--- config.mk ---
export PLATFORM = sky130hd
export DESIGN_NAME = settings_controller
export DESIGN_NICKNAME = d
export VERILOG_FILES = /design/src/rtl/settings_controller.sv
export SDC_FILE = /design/constraint.sdc
export NUM_CORES = 1
export LEC_CHECK = 0
export CORE_UTILIZATION = 25
export DETAILED_ROUTE_END_ITERATION = 10
export GPL_TIMING_DRIVEN = 0
export PLACE_DENSITY_LB_ADDON = 0.15
export SYNTH_ARGS = -nofsm -noshare
export SYNTH_HDL_FRONTEND = slang
export SYNTH_SLANG_ARGS = --single-unit
--- constraint.sdc ---
create_clock -name clk -period 7.08 [get_ports clk]
set_clock_uncertainty 0.2 [all_clocks]
set_input_delay 0.708 -clock clk [delete_from_list [all_inputs] [get_ports clk]]
set_output_delay 0.708 -clock clk [all_outputs]
set_load 0.02 [all_outputs]
--- src/rtl/settings_controller.sv ---
// Button-driven configuration sequencer: pick a target (time/date/alarm/timer),
// edit its fields with range-checked wrap-around, and commit with one strobe.
module settings_controller (
    input  logic        clk,
    input  logic        reset,
    input  logic        btn_mode,
    input  logic        btn_next,
    input  logic        btn_inc,
    input  logic        btn_dec,
    input  logic        btn_cancel,
    input  logic [7:0]  current_24_hour,
    input  logic [7:0]  current_24_min,
    input  logic [7:0]  current_24_sec,
    input  logic [7:0]  current_day,
    input  logic [7:0]  current_month,
    input  logic [15:0] current_year,
    output logic        set_time,
    output logic        set_date,
    output logic        set_alarm,
    output logic        set_timer,
    output logic [7:0]  input_hour,
    output logic [7:0]  input_min,
    output logic [7:0]  input_sec,
    output logic [7:0]  input_day,
    output logic [7:0]  input_month,
    output logic [15:0] input_year,
    output logic [7:0]  alarm_time_hour,
    output logic [7:0]  alarm_time_min,
    output logic [7:0]  alarm_time_sec,
    output logic [7:0]  timer_input_min,
    output logic [7:0]  timer_input_sec,
    output logic [1:0]  edit_target,
    output logic [1:0]  edit_field,
    output logic        editing
);

    typedef enum logic [1:0] {IDLE, SELECT, EDIT, COMMIT} state_t;

    localparam logic [1:0] TGT_TIME  = 2'd0;
    localparam logic [1:0] TGT_DATE  = 2'd1;
    localparam logic [1:0] TGT_ALARM = 2'd2;
    localparam logic [1:0] TGT_TIMER = 2'd3;

    state_t      state;
    logic [15:0] field_val;
    logic [15:0] field_lo;
    logic [15:0] field_hi;
    logic [15:0] stepped;
    logic        last_field;

    // Value and legal range of the field currently under edit.
    always_comb begin
        field_val = '0;
        field_lo  = '0;
        field_hi  = '0;
        case (edit_target)
            TGT_DATE: begin
                case (edit_field)
                    2'd0: begin
                        field_val = {8'd0, input_day};
                        field_lo  = 16'd1;
                        field_hi  = 16'd31;
                    end
                    2'd1: begin
                        field_val = {8'd0, input_month};
                        field_lo  = 16'd1;
                        field_hi  = 16'd12;
                    end
                    default: begin
                        field_val = input_year;
                        field_lo  = 16'd2000;
                        field_hi  = 16'd2099;
                    end
                endcase
            end
            TGT_TIMER: begin
                if (edit_field == 2'd0) begin
                    field_val = {8'd0, input_min};
                    field_hi  = 16'd10;
                end else begin
                    field_val = {8'd0, input_sec};
                    field_hi  = 16'd59;
                end
            end
            default: begin
                case (edit_field)
                    2'd0: begin
                        field_val = {8'd0, input_hour};
                        field_hi  = 16'd23;
                    end
                    2'd1: begin
                        field_val = {8'd0, input_min};
                        field_hi  = 16'd59;
                    end
                    default: begin
                        field_val = {8'd0, input_sec};
                        field_hi  = 16'd59;
                    end
                endcase
            end
        endcase
        last_field = (edit_target == TGT_TIMER) ? (edit_field == 2'd1) : (edit_field == 2'd2);
    end

    // Out-of-range preloads snap to the maximum; otherwise step with wrap.
    // inc outranks dec, so a simultaneous press counts as inc.
    always_comb begin
        stepped = field_hi;
        if (field_val >= field_lo && field_val <= field_hi) begin
            if (btn_inc)
                stepped = (field_val == field_hi) ? field_lo : field_val + 16'd1;
            else
                stepped = (field_val == field_lo) ? field_hi : field_val - 16'd1;
        end
    end

    // NOTE: every register here is updated with <= so all outputs move together on the edge.
    always_ff @(posedge clk) begin
        if (reset) begin
            state           <= IDLE;
            edit_target     <= TGT_TIME;
            edit_field      <= 2'd0;
            editing         <= 1'b0;
            set_time        <= 1'b0;
            set_date        <= 1'b0;
            set_alarm       <= 1'b0;
            set_timer       <= 1'b0;
            input_hour      <= 8'd0;
            input_min       <= 8'd0;
            input_sec       <= 8'd0;
            input_day       <= 8'd1;
            input_month     <= 8'd1;
            input_year      <= 16'd2020;
            alarm_time_hour <= 8'd0;
            alarm_time_min  <= 8'd0;
            alarm_time_sec  <= 8'd0;
            timer_input_min <= 8'd0;
            timer_input_sec <= 8'd0;
        end else begin
            set_time  <= 1'b0;
            set_date  <= 1'b0;
            set_alarm <= 1'b0;
            set_timer <= 1'b0;
            case (state)
                IDLE: begin
                    if (btn_mode) begin
                        state       <= SELECT;
                        edit_target <= TGT_TIME;
                        edit_field  <= 2'd0;
                        editing     <= 1'b1;
                    end
                end
                SELECT: begin
                    if (btn_cancel) begin
                        state   <= IDLE;
                        editing <= 1'b0;
                    end else if (btn_next) begin
                        state      <= EDIT;
                        edit_field <= 2'd0;
                        case (edit_target)
                            TGT_TIME: begin
                                input_hour <= current_24_hour;
                                input_min  <= current_24_min;
                                input_sec  <= current_24_sec;
                            end
                            TGT_DATE: begin
                                input_day   <= current_day;
                                input_month <= current_month;
                                input_year  <= current_year;
                            end
                            TGT_ALARM: begin
                                input_hour <= alarm_time_hour;
                                input_min  <= alarm_time_min;
                                input_sec  <= alarm_time_sec;
                            end
                            default: begin
                                input_min <= timer_input_min;
                                input_sec <= timer_input_sec;
                            end
                        endcase
                    end else if (btn_mode) begin
                        edit_target <= edit_target + 2'd1;
                    end
                end
                EDIT: begin
                    if (btn_cancel) begin
                        state      <= IDLE;
                        edit_field <= 2'd0;
                        editing    <= 1'b0;
                    end else if (btn_next) begin
                        if (last_field) begin
                            state     <= COMMIT;
                            editing   <= 1'b0;
                            set_time  <= (edit_target == TGT_TIME);
                            set_date  <= (edit_target == TGT_DATE);
                            set_alarm <= (edit_target == TGT_ALARM);
                            set_timer <= (edit_target == TGT_TIMER);
                            if (edit_target == TGT_ALARM) begin
                                alarm_time_hour <= input_hour;
                                alarm_time_min  <= input_min;
                                alarm_time_sec  <= input_sec;
                            end
                            if (edit_target == TGT_TIMER) begin
                                timer_input_min <= input_min;
                                timer_input_sec <= input_sec;
                            end
                        end else begin
                            edit_field <= edit_field + 2'd1;
                        end
                    end else if (btn_inc || btn_dec) begin
                        case (edit_target)
                            TGT_DATE: begin
                                case (edit_field)
                                    2'd0:    input_day   <= stepped[7:0];
                                    2'd1:    input_month <= stepped[7:0];
                                    default: input_year  <= stepped;
                                endcase
                            end
                            TGT_TIMER: begin
                                if (edit_field == 2'd0) input_min <= stepped[7:0];
                                else                    input_sec <= stepped[7:0];
                            end
                            default: begin
                                case (edit_field)
                                    2'd0:    input_hour <= stepped[7:0];
                                    2'd1:    input_min  <= stepped[7:0];
                                    default: input_sec  <= stepped[7:0];
                                endcase
                            end
                        endcase
                    end
                end
                COMMIT: begin
                    state      <= IDLE;
                    edit_field <= 2'd0;
                end
                default: state <= IDLE;
            endcase
        end
    end

endmodule

**Word-level counts from Yosys, hierarchy flattened**

Index checks and enable logic that the tools add are counted.

- Word-level logic and storage cells: 180
- Output and inout port bits: 105
- Flip-flop bits (word level): 107

- Order comparisons: 2
- Mux-type cells: 92
- Equality and inequality tests: 36
- Bitwise gates (word level): 4
- $add $sub $neg: 4
- Reductions and logical operators: 23

Operator list:

| kind | count |
|---|---|
| 8-bit two-way mux | 35 |
| 16-bit two-way mux | 12 |
| 8-bit case mux with 2 select lines | 9 |
| 16-bit case mux with 2 select lines | 4 |
| 8-bit case mux with 3 select lines | 2 |
| 9-bit AND reduction | 4 |
| 2-bit != test (second input constant) | 17 |
| 16-bit equality test | 2 |
| 2-bit two-way mux | 15 |
| 3-bit != test (second input constant) | 9 |
| 5-bit AND reduction | 5 |
| 12-bit case mux with 2 select lines | 1 |
| 11-bit two-way mux | 2 |
| 10-bit AND reduction | 2 |
| 16-bit by 1-bit adder with 16-bit output (second input constant) | 1 |
| 16-bit >= comparator | 1 |
| 16-bit <= comparator | 1 |
| 2-bit case mux with 4 select lines | 2 |
| 16-bit by 1-bit subtractor with 16-bit output (second input constant) | 1 |
| 6-bit two-way mux | 2 |
| 2-bit equality test (second input constant) | 5 |
| 2-bit by 1-bit equality test with 1-bit output (second input constant) | 3 |
| 2-bit logical NOT | 3 |
| 1-bit two-way mux | 6 |
| 11 further kinds | 17 |

**Depth between registers and ports, before layout**

Gate-level depths: netlist of the first run.

- Depth after elaboration: 14
- Mapped depth: 20
- Gate-level depth less buffers: 15

**Worst setup path after synthesis of the first run**

OpenSTA, ideal clock, no wires.

- Path kind: flip-flop to flip-flop
- From: register edit_field[1]
- To: register input_sec[3]
- Arrival: 3978 ps
- Setup slack: 2760 ps
- Cell stages (with the launch flop): 18
- Setup time: 142 ps
- Clock period less this slack: 4320 ps
- Cell sequence: dfxtp_1 inv_1 ha_1 buf_2 buf_2 a211o_1 a221o_1 o21ai_2 inv_2 ha_1 a21oi_1 nor2b_1 or4_1 o21ai_0 a31o_2 nand3_1 a22oi_1 a311oi_1

- Longest elaborated chain between the ends: 14
- Elaborated cells on any way between the ends: 34

RTL lines:

| item | line | source |
|---|---|---|
| start: declaration | 33 | `output logic [1:0] edit_field,` |
| start signal: assignment | 208 | `edit_field <= edit_field + 2'd1;` |
| parallel branches: the longest is 14 deep, another holds 16-bit by 1-bit subtractor with 16-bit output | -- |  |
| end signal: assignment | 164 | `input_sec <= current_24_sec;` |
| end signal: assignment | 221 | `else input_sec <= stepped[7:0];` |
| end signal: assignment | 227 | `default: input_sec <= stepped[7:0];` |
| end: declaration | 23 | `output logic [7:0] input_sec,` |

Parallel ways; which one is timed is not known. The select of a mux whose other input is x is not followed.
A chain may end at the register's enable or synchronous reset.

**Final worst setup path of the first run**

- From: register edit_field[1]
- To: register input_day[6]

- Longest elaborated chain between the ends: 14
- Elaborated cells on any way between the ends: 32

RTL lines:

| item | line | source |
|---|---|---|
| parallel branches: the longest is 14 deep, another holds 16-bit by 1-bit subtractor with 16-bit output | -- |  |
| end signal: assignment | 167 | `input_day <= current_day;` |
| end signal: assignment | 214 | `2'd0: input_day <= stepped[7:0];` |
| end: declaration | 24 | `output logic [7:0] input_day,` |

Parallel ways; which one is timed is not known. The select of a mux whose other input is x is not followed.

==> results of run 1 <==
==> cells by family after synthesis <==
group / Yosys count / synth area share
xor+xnor: 7 / 0.008788
fa+ha+maj: 28 / 0.05022
simple gates: 342 / 0.2385
flops: 107 / 0.3070
buf+inv: 98 / 0.06313
mux: 22 / 0.03246
compound gates: 299 / 0.2999
==> cell usage after synthesis (all sizes together), types with 4 or more instances <==
cell type	instances	area share
a211o	8	0.010
a211oi	15	0.016
a21boi	5	0.0054
a21o	8	0.0086
a21oi	96	0.069
a221o	6	0.0086
a221oi	8	0.010
a22o	9	0.011
a22oi	20	0.022
a311oi	29	0.039
a31oi	14	0.013
and2	9	0.0081
and3	16	0.016
and4	4	0.0050
buf	22	0.022
clkbuf	46	0.025
dfxtp	107	0.31
ha	28	0.050
inv	30	0.016
mux2	5	0.0081
mux2i	17	0.024
nand2	150	0.081
nand2b	5	0.0045
nand3	24	0.019
nand4	8	0.0072
nor2	66	0.036
nor2b	8	0.0072
nor3	25	0.021
nor3b	6	0.0065
nor4	9	0.015
o21a	5	0.0054
o21ai	34	0.028
o221ai	5	0.0063
o22ai	7	0.0063
o31ai	4	0.0043
o41ai	5	0.0063
or3b	4	0.0050
xnor2	7	0.0088
==> per-stage QoR <==
step | hold slack (ps) | area, sq um
2_1_floorplan | 308.0 | 6977
3_3_place_gp | 252.9 | 9094
3_5_place_dp | 261.3 | 9099
4_1_cts | 275.7 | 9418
5_1_grt | 309.7 | 9423
6_report | 277.2 | 9423
==> final cells by class <==
class                      instances  area [sq um]
buffer                            68         327.8
clock buffer                       9         225.2
clock inverter                     7         93.84
fill                            2957         17750
inverter                          30         112.6
multi-input combinational        698          4404
sequential                       107          2142
tap                              372         465.4
timing repair buffer             165          1652
==> how the worst max path moves through the flow <==
stage               slack (ps)             to  cells after the start
finish                    1390   input_day[6]                     19
global route              1010  input_hour[6]                     19
CTS                       1480   input_day[6]                     19
detailed placement        1510   input_sec[6]                     19
global placement          1520   input_min[6]                     19
floorplan                 2760   input_sec[3]                     17
==> power groups by stage <==
stage	combinational, W	sequential [W]	clock [W]
finish	0.000679	0.000735	0.000546
global route	0.000728	0.000742	0.000578
CTS	0.000671	0.000733	0.000554
detailed placement	0.000668	0.000746	0
global placement	0.000668	0.000748	0
floorplan	0.000352	0.000764	0
==> placed cells by master (no fill, tap or decap), types with 22 or more instances in the layout <==
master,synthesis,final
nand2_1,150,150
o21ai_0,24,24
dfxtp_1,107,107
nor3_1,22,22
a311oi_1,26,26
a21oi_1,96,96
clkdlybuf4s50_1,0,165
clkbuf_1,46,46
ha_1,28,28
nor2_1,66,66
inv_1,25,25
==> state kept, by name, summed over array words and instances, names as in the netlist, 2 cells and up <==
signal,flops
input_day,8
timer_input_sec,8
timer_input_min,8
alarm_time_min,8
input_year,16
state,2
input_min,8
edit_target,2
input_sec,8
alarm_time_hour,8
input_hour,8
alarm_time_sec,8
edit_field,2
input_month,8
==> worst max-delay path: stages, from the launching register on <==
cell and delay, ps:
dfxtp_1 560, inv_1 140, ha_1 360, buf_2 270, buf_2 230, a22oi_1 220
a21oi_1 130, o21ai_2 370, buf_4 270, inv_1 100, ha_1 290, and4_1 210
o2111ai_1 110, nand2b_1 230, or3_1 330, buf_2 190, o21ai_2 220, a311oi_1 90
o21ai_1 770, a311oi_1 220
==> per-layer routing <==
metal	global-route usage	vias up	share of wire	routed length [um]
li1	-	3688	-	-
met1	0.3191	3748	0.47	15350
met2	0.3484	338	0.43	14020
met3	0.04185	45	0.075	2440
met4	0.07873	0	0.028	932
met5	0	-	0	0
==> results.yml, run 1 <==
clock_tree:
  clock_latency_ps: 380
  postCtsSetupBuffers: 0
  cts.sinks: 107
  cts_hold_buffers: 0
  clockBufferDepth: 2
  tritoncts: "yes"
  path_clk_slew_ps: 90
  cts_buffers: 9
  htree_levels: 3
  cts_root_buf: "clkbuf_16"
  cts_resized: 0
power:
  powerDensity_mw_per_mm2: 208.1
  peakVddDrop_mv: 0.1067
  seqPwrFrac: 0.375
  pwr-share-comb: 0.346
  p_total_w: 0.001960
  power_switching_w: 0.0007800
  p_int_w: 0.001181
  clockPowerShare: 0.279
  power_leakage_nw: 3.458
  swShare: 0.3979
synth:
  synth_nets: 994
  yosysWarnings: 0
  synthFlopType: "dfxtp_1"
  ys_ff_latch: 107
  synthCells: 903
  synth_edf_count: 0
  yosysSeqAreaShare: 0.3070
  syn-cell-area_sq_mm: 0.006977
  async_flop_share: 0
  syn_area_per_cell_sq_um: 7.726
  synth_cell_types: 71
worst_hold_path:
  min_from: "alarm_time_hour[6]"
  min-delay-path-class: "reg2reg"
  min_delay_worst_endpoint: "alarm_time_hour[6]"
  min_delay_path_depth: 2
setup_path:
  rr_endpoint: "input_day[6]"
  start_kind: "register"
  rr_worst_depth: 19
  endpoint_kind: "register"
  rr_startpoint: "edit_field[1]"
  cp.required_ps: 7090
  startpoint: "edit_field[1]"
  r2r_setup_slack_ps: 1390
  cp_data_arrival_time_ps: 5700
  worst-path-max-fanout: 10
  path_class: "reg2reg"
sta:
  setup_ws_ps: 1390
  hold_viol: 0
  setup_viol: 0
  tns_ps: 0
  slew_headroom: 0.3249
  rsz0062_at_grt: "false"
  fmax_mhz: 175.7
  tightest_slew_ps: 1005
  finalCritPeriodShare: 0.8037
  layout_min_cycle_time_ps: 5690
  drv_slew: 0
global_route:
  grt-ovfl-total: 0
  grt_max_degree: 23
  grt_pass1_wl_mm: 48.35
  grt_pass1_vias: 7529
  antenna_found_initial: 0
  grt.total_usage: 0.2279
run:
  cap_violations: 0
route:
  route.detailed.drc: 0
  wirelength_mm: 32.74
  drtPass1Iterations: 5
  vias: 7819
  drtAntennaViolNets: 0
  via_per_inst: 5.370
  drt-initial-drc-count: 789
  detail_route.wl_per_cell_um: 22.49
placed_design:
  dp_hpwl_mm: 25.29
  gp_congestion: 0.9016
  dpl.cell_count: 1440
  portBuffers: 165
  place_worst_setup_slack_ps: 1508
floorplan:
  io_pins: 168
  die-area_sq_mm: 0.02858
  core_sq_mm: 0.02718
  initial_core_util: 0.2567
  die_w_um: 169.1
  row_count: 60
  die_h_um: 169.1
cells_and_area:
  final_nets: 1170
  syn2layout_area_growth_pct: 35.06
  stdcell_count: 1456
  drive_above_1_share: 0.07011
  fin_util: 0.3467
  num_antenna_cells: 0
status:
  outcome: "finished clean"
Note: power is estimated with default switching activity, not from simulation.
==> inputs of run 2 (changes only) <==
- clock period: 7.08 -> 5.8 ns (I/O delays scaled with it)
==> run 2 against run 1 <==
  * Register-to-register slack worse by 970 ps
  * Fmax up 5.7%
  * Sequential power up 22%
  * Power up 22%
  * Critical path depth unchanged
  * Clock power up 23%
  * Global-route usage unchanged
  * Via count about the same
  * Final area about the same
  * Largest cell class unchanged
  * Largest power group unchanged
==> results.yml, run 2 (synthesis gave the netlist of run 1 again) <==
status:
  outcome: "finished clean"
clock_tree:
  cts_buffers: 9
  cts_root_buf: "clkbuf_16"
  cts_resized: 0
  cts_hold_buffers: 0
  htree_levels: 3
  path_clk_slew_ps: 90
  postCtsSetupBuffers: 0
  tritoncts: "yes"
  clock_latency_ps: 380
  clockBufferDepth: 2
  cts.sinks: 107
sta:
  slew_headroom: 0.3445
  tns_ps: 0
  drv_slew: 0
  hold_ws_ps: 277.2
  tightest_slew_ps: 975.8
  fmax_mhz: 185.7
  layout_min_cycle_time_ps: 5385
  finalCritPeriodShare: 0.9285
  hold_viol: 0
  setup_viol: 0
  rsz0062_at_grt: "false"
power:
  powerDensity_mw_per_mm2: 254.5
  peakVddDrop_mv: 0.1303
  power_leakage_nw: 3.458
cells_and_area:
  syn2layout_area_growth_pct: 35.19
  drive_above_1_share: 0.07196
  top_register: "input_year"
  largest_reg_flops: 16
  final_common_cell: "clkdlybuf4s50_1"
  final_nets: 1170
  mostFrequentLayoutCells: "165 x clkdlybuf4s50_1, 150 x nand2_1, 107 x dfxtp_1, 96 x a21oi_1, 66 x nor2_1"
  num_antenna_cells: 0
setup_path:
  cp.required_ps: 5820
  cp_data_arrival_time_ps: 5410
  r2r_setup_slack_ps: 410
  path_class: "reg2reg"
  endpoint_kind: "register"
  startpoint: "edit_field[1]"
  crit_path_top_delay_cell: "dfxtp_1"
  slowest_delay_ps: 560
  crit_path_end: "input_day[6]"
  start_kind: "register"
  path_cells: "inv_1 > ha_1 > buf_2 > buf_2 > a22oi_1 > a21oi_1 > o21ai_2 > buf_4 > inv_1 > ha_1 > and4_1 > o2111ai_1 > nand2b_1 > or3_1 > buf_2 > o21ai_2 > a311oi_1 > o21ai_2 > a311oi_1"
  rr_endpoint: "input_day[6]"
  rr_worst_depth: 19
  worst-path-max-fanout: 10
  rr_startpoint: "edit_field[1]"
run:
  cap_violations: 0
global_route:
  met2_usage: 0.3484
  grt_busiest_layer: "met2"
  grt_pass1_vias: 7529
  grt_max_degree: 23
  use_met1: 0.3191
  grt_util_met3: 0.04185
  antenna_found_initial: 0
  grt_pass1_wl_mm: 48.35
  grt-ovfl-total: 0
  grt.total_usage: 0.2279
route:
  wirelength_mm: 32.85
  drtAntennaViolNets: 0
  detail_route.wl_per_cell_um: 22.56
  via_per_inst: 5.370
  route.detailed.drc: 0
  vias: 7818
  drtPass1Iterations: 5
  drt-initial-drc-count: 832
floorplan:
  io_pins: 168
  die_h_um: 169.1
  die-area_sq_mm: 0.02858
  core_sq_mm: 0.02718
  initial_core_util: 0.2567
  die_w_um: 169.1
  row_count: 60
placed_design:
  gp_congestion: 0.9016
  portBuffers: 165
  dp_hpwl_mm: 25.29
worst_hold_path:
  min-delay-path-class: "reg2reg"
## run 2: worst max-delay path: cells and delay by family, from the launching register on
kind / cells / cell delay, ps
fa+ha+maj: 2 / 650
compound gates: 8 / 1840
buf+inv: 6 / 1200
flops: 1 / 560
simple gates: 3 / 770
## run 2: worst min path at each step
stage / start / to / cells past startpoint
floorplan: state[0] / state[0] / 2
global placement: alarm_time_hour[6] / alarm_time_hour[6] / 2
detailed placement: alarm_time_hour[6] / alarm_time_hour[6] / 2
CTS: alarm_time_hour[6] / alarm_time_hour[6] / 2
global route: alarm_time_sec[0] / alarm_time_sec[0] / 2
finish: timer_input_sec[3] / timer_input_sec[3] / 2
## run 2: area by class of cell
class / instances / area [sq um]
timing repair buffer: 165 / 1652
buffer: 68 / 327.8
clock inverter: 7 / 93.84
tap: 372 / 465.4
sequential: 107 / 2142
fill: 2956 / 17740
clock buffer: 9 / 225.2
inverter: 30 / 112.6
multi-input combinational: 698 / 4413
## run 2: stage by stage
stage | cell area (sq um) | instances | utilization | total power, W | setup slack [ps]
2_1_floorplan | 6977 | 903 | - | 0.001362 | 1480
3_3_place_gp | 9094 | 1440 | 0.3346 | 0.001728 | 243.5
3_5_place_dp | 9099 | 1440 | 0.3348 | 0.001726 | 227.5
4_1_cts | 9418 | 1456 | 0.3465 | 0.002390 | 202.2
5_1_grt | 9432 | 1456 | 0.3471 | 0.002502 | 33.61
6_report | 9432 | 1456 | 0.3471 | 0.002400 | 415.0
## run 2: routing by layer
metal	vias to the layer above	part of all wire
li1	3688	-
met3	43	0.074
met1	3734	0.47
met4	0	0.028
met2	353	0.43
met5	-	0
## run 2: power by group
group / internal (W) / leakage, nW / total [W] / switching [W]
logic: 0.000333 / 2.43 / 0.000832 / 0.000499
clock network: 0.000314 / 0.153 / 0.000671 / 0.000357
registers: 0.000794 / 0.871 / 0.000897 / 0.000104
total: 0.00144 / 3.46 / 0.00240 / 0.000959
==> inputs of run 3 (changes only) <==
- GPL_TIMING_DRIVEN: 0 -> not set
- PLACE_DENSITY: not set -> 0.46
- PLACE_DENSITY_LB_ADDON: 0.15 -> not set
==> run 3 against run 2 <==
  * Critical path depth shrank 4
  * Core utilization shrank 0.70 points
  * Final area shrank 2.0%
  * Die area is the same
  * Via count shrank 4.8%
  * Power shrank 0.20%
  * Wire length shrank 7.8%
  * Highest routed layer unchanged
  * Worst hold slack lost 1.6 ps
  * Flip-flop and latch count is the same
  * Combinational power shrank 2%
  * Register-to-register slack gained 180 ps
  * Setup slack gained 180 ps
==> results.yml, run 3 (synthesis gave the netlist of run 1 again) <==
status:
  outcome: "finished clean"
placed_design:
  portBuffers: 167
  gp_congestion: 0.9719
  dp_hpwl_mm: 22.25
  place_worst_setup_slack_ps: 697.3
floorplan:
  die-area_sq_mm: 0.02858
  initial_core_util: 0.2567
  die_h_um: 169.1
  row_count: 60
  io_pins: 168
  core_sq_mm: 0.02718
  die_w_um: 169.1
clock_tree:
  clock_latency_ps: 380
  tritoncts: "yes"
  path_clk_slew_ps: 80
  htree_levels: 3
  clockBufferDepth: 2
  postCtsSetupBuffers: 0
  cts_hold_buffers: 0
  cts.sinks: 107
  cts_buffers: 9
  cts_root_buf: "clkbuf_16"
  cts_resized: 0
setup_path:
  worst-path-max-fanout: 27
  path_class: "reg2reg"
  cp.required_ps: 5820
  endpoint_kind: "register"
  cp_data_arrival_time_ps: 5220
  start_kind: "register"
cells_and_area:
  drive_above_1_share: 0.07336
  nFillCells: 2925
  mostFrequentLayoutCells: "166 x clkdlybuf4s50_1, 150 x nand2_1, 107 x dfxtp_1, 96 x a21oi_1, 66 x nor2_1"
  final_nets: 1122
  syn2layout_area_growth_pct: 32.48
  top_register: "input_year"
  num_antenna_cells: 0
  final_common_cell: "clkdlybuf4s50_1"
  largest_reg_flops: 16
sta:
  hold_viol: 0
  rsz0062_at_grt: "false"
  slew_headroom: 0.2446
  finalCritPeriodShare: 0.8970
  setup_viol: 0
  setup_ws_ps: 597.5
  drv_slew: 0
  tns_ps: 0
  layout_min_cycle_time_ps: 5203
  fmax_mhz: 192.2
  tightest_slew_ps: 1133
route:
  top_layer: "met4"
  drt-initial-drc-count: 567
  dr_wl_met3_mm: 2.165
  drtPass1Iterations: 5
  detail_route.wl_per_cell_um: 21.51
  wl_met1_mm: 14.34
  routed-wl-met2_mm: 13.46
  via_per_inst: 5.285
  drtAntennaViolNets: 0
  vias: 7441
  wirelength_mm: 30.29
  route.detailed.drc: 0
power:
  powerDensity_mw_per_mm2: 259.2
  pwr-share-comb: 0.341
  power_switching_w: 0.0009234
  seqPwrFrac: 0.372
  clockPowerShare: 0.287
  p_total_w: 0.002396
  swShare: 0.3855
  p_int_w: 0.001472
  power_leakage_nw: 3.404
  peakVddDrop_mv: 0.1445
global_route:
  grt-ovfl-total: 0
  grt_pass1_wl_mm: 46.43
  grt_max_degree: 75
  grt.total_usage: 0.2128
  grt_pass1_vias: 7234
  antenna_found_initial: 0
worst_hold_path:
  min-delay-path-class: "reg2reg"
run:
  cap_violations: 0
run 3: changes by cell type in the layout (fill, tap and decap cells not counted), moves of 3 or more:
cell,before,now
clkbuf_1,46,1
buf_1,3,0
buf_6,7,0
buf_4,2,19
buf_2,10,0
run 3: per-layer routing:
layer | vias to the layer above | GRT usage
met4 | 0 | 0.03134
li1 | 3584 | -
met2 | 249 | 0.3376
met5 | - | 0
met1 | 3587 | 0.2914
met3 | 21 | 0.05939
run 3: power groups by stage:
stage	combinational [W]	clock [W]	sequential (W)
floorplan	0.000429	0	0.000933
finish	0.000818	0.000687	0.000890
global placement	0.000813	0	0.000911
CTS	0.000812	0.000702	0.000891
detailed placement	0.000808	0	0.000907
global route	0.000880	0.000728	0.000900
run 3: final timing paths:
kind | startpoint | endpoint | slack, ps | depth (start not counted)
worst min register to register | alarm_time_min[7] | alarm_time_min[7] | 280 | 2
worst max register to register | edit_field[1] | input_sec[3] | 600 | 15
worst min-delay path | alarm_time_min[7] | alarm_time_min[7] | 280 | 2
worst max-delay path | edit_field[1] | input_sec[3] | 600 | 15
run 3: layout make-up:
cell class	instances	area (sq um)	share of cell area
multi-input combinational	698	4407	0.4768
sequential	107	2142	0.2318
timing repair buffer	185	1804	0.1952
tap	372	465.4	0.05036
clock buffer	10	229.0	0.02477
inverter	30	112.6	0.01218
clock inverter	6	82.58	0.008935
run 3: metrics by stage:
step                cells  area [sq um]  utilization  hold WS, ps
floorplan             903          6977            -        308.0
global route         1408          9243       0.3401        300.2
CTS                  1408          9243       0.3401        274.4
global placement     1392          8931       0.3286        257.5
finish               1408          9243       0.3401        275.7
detailed placement   1392          8931       0.3286        261.7
run 3: worst max-delay path, stage by stage, from the launching register on:
cell and delay (ps):
dfxtp_1 520, inv_1 140, ha_2 380, nor2_1 690, a221o_1 300, o21ai_2 140
inv_2 210, ha_1 280, a21oi_1 150, nor2b_1 60, or4_1 390, o21ai_0 170
a31o_2 230, nand3_1 360, a22oi_1 650, a311oi_1 170
==> patch (config.mk and constraints of run 2) <==
The 4 states of `state_t` get a one-hot encoding in 4 bits.
--- a/src/rtl/settings_controller.sv
+++ b/src/rtl/settings_controller.sv
@@ -34,7 +34,7 @@
     output logic        editing
 );
 
-    typedef enum logic [1:0] {IDLE, SELECT, EDIT, COMMIT} state_t;
+    typedef enum logic [3:0] {IDLE = 4'b0001, SELECT = 4'b0010, EDIT = 4'b0100, COMMIT = 4'b1000} state_t;
 
     localparam logic [1:0] TGT_TIME  = 2'd0;
     localparam logic [1:0] TGT_DATE  = 2'd1;
Behaviour: same outputs for any inputs over 4 cycles, from zero or initial values and one cycle with reset high; so few cycles prove little.
==> patch against run 2 <==
Critical path type unchanged. Die area decreased by 1.4%. Area after synthesis decreased by 1.4%. Cell area decreased by 1.3%. Setup slack got worse by 0.046 ns. Sequential cell count increased by 2. Sequential share of layout area increased by 0.73 points. Wire length decreased by 8.1%. Utilization decreased by 0.16 points. Synthesized cell count decreased by 2.0%. First-iteration DRC count increased by 6.9%.
Power is not compared: it rests on default switching activity, and its combinational part moved more than twofold at a synthesized area within 25%.
==> patch: results (changes against run 2) <==
Run status
  • Outcome: finished, final reports clean

Clock tree
  • Sink Count: 109 (+1.9%)

Timing
  • Hold slack: 0.275 ns (-0.00213 ns)
  • Rel. slew slack: 0.154 (-0.191)
  • Final WS setup: 0.369 ns (-0.0464 ns)

Yosys
  • Syn nets: 973 (-2.1%)
  • Sequential share of the synthesized area: 0.317 (+0.0102)
  • Synth Instances: 885 (-2.0%)
  • Ranking of synthesized cells by area: dfxtp_1 32%, nand2_1 7.9%, nor2_1 5.3%

Cells and area
  • Multi-input gate share of total cell area: 0.470 (+0.00240)
  • Invs w/o clock: 23 (-23%)
  • Final clock-cell share: 0.0325 (-0.00130)
  • Seq/total area: 0.234 (+0.00729)
  • Share of layout cells above drive strength 1: 0.0627 (-0.00928)
  • Comb_multi_in: 688 (-1.4%)
  • Non-clock buffer share: 0.208 (-0.00221)
  • FILL cells: 2856 (-3.4%)
  • Area delta synth->final: 35.3%

Critical path
  • Crit path to: input_month[7]
  • Critical path's largest stage delay: 0.66 ns (+0.10 ns)
  • Crit-path slowest cell: a311oi_4
  • CP Max Fanout: 14 (+4)
  • Critical Path AT: 5.51 ns (+0.10 ns)
  • R2R depth: 15 (-4)
  • R2R Path Start: edit_field[0]

Route
  • Via Count: 7540 (-3.6%)
  • Final wirelength: 30200 um (-8.1%)
  • Starting DRC count in detailed routing: 889 (+6.9%)
  • WL per Instance: 21.4 um (-5.1%)
  • Routed length on met3: 1760 um (-28%)

Placed design
  • Buffers on Ports: 166 (+0.61%)
  • Dpl ws: 0.129 ns (-0.0985 ns)
  • GPL Wtd Cong: 0.884 (-1.9%)
  • HPWL Detailed: 23000 um (-9.0%)

GRT
  • Global-route usage over all layers: 0.213 (-0.0153)
  • Vias in the first global route: 7262 (-3.5%)
  • First-pass GRT wire length: 45500 um (-5.8%)
  • Largest net degree at the start of global routing: 22 (-4.3%)
  • Met2 usage: 0.336 (-0.0120)
  • Met1 GRT Util: 0.294 (-0.0255)

Min path
  • Hold Startpoint: alarm_time_hour[1]
  • WHS Endpoint: alarm_time_hour[1]
## patch: cell count changes in the layout (fill, tap and decap cells not counted), moves of 8 or more
cell / before / now
a21oi_1: 96 / 63
nor2_1: 66 / 98
a22oi_1: 18 / 29
nand2b_1: 5 / 13
inv_1: 25 / 17
and2_1: 9 / 18
a311oi_1: 26 / 35
## patch: cells by family (layout without fill, tap and decap cells)
kind of cell | count (synthesis) | after routing | share of synthesized area
buffers and inverters | 88 | 272 | 0.0504
flip-flops | 109 | 109 | 0.317
AND/OR/NAND/NOR | 358 | 358 | 0.240
AO/OA/AOI/OAI | 260 | 260 | 0.282
multiplexers | 33 | 33 | 0.0497
adder cells (fa/ha/maj) | 25 | 25 | 0.0455
XOR/XNOR | 12 | 12 | 0.0153
## patch: repair_timing
action,in CTS,in global routing
hold buffers,0,0
endpoints found under the setup margin,0,26
gates resized for setup,0,6
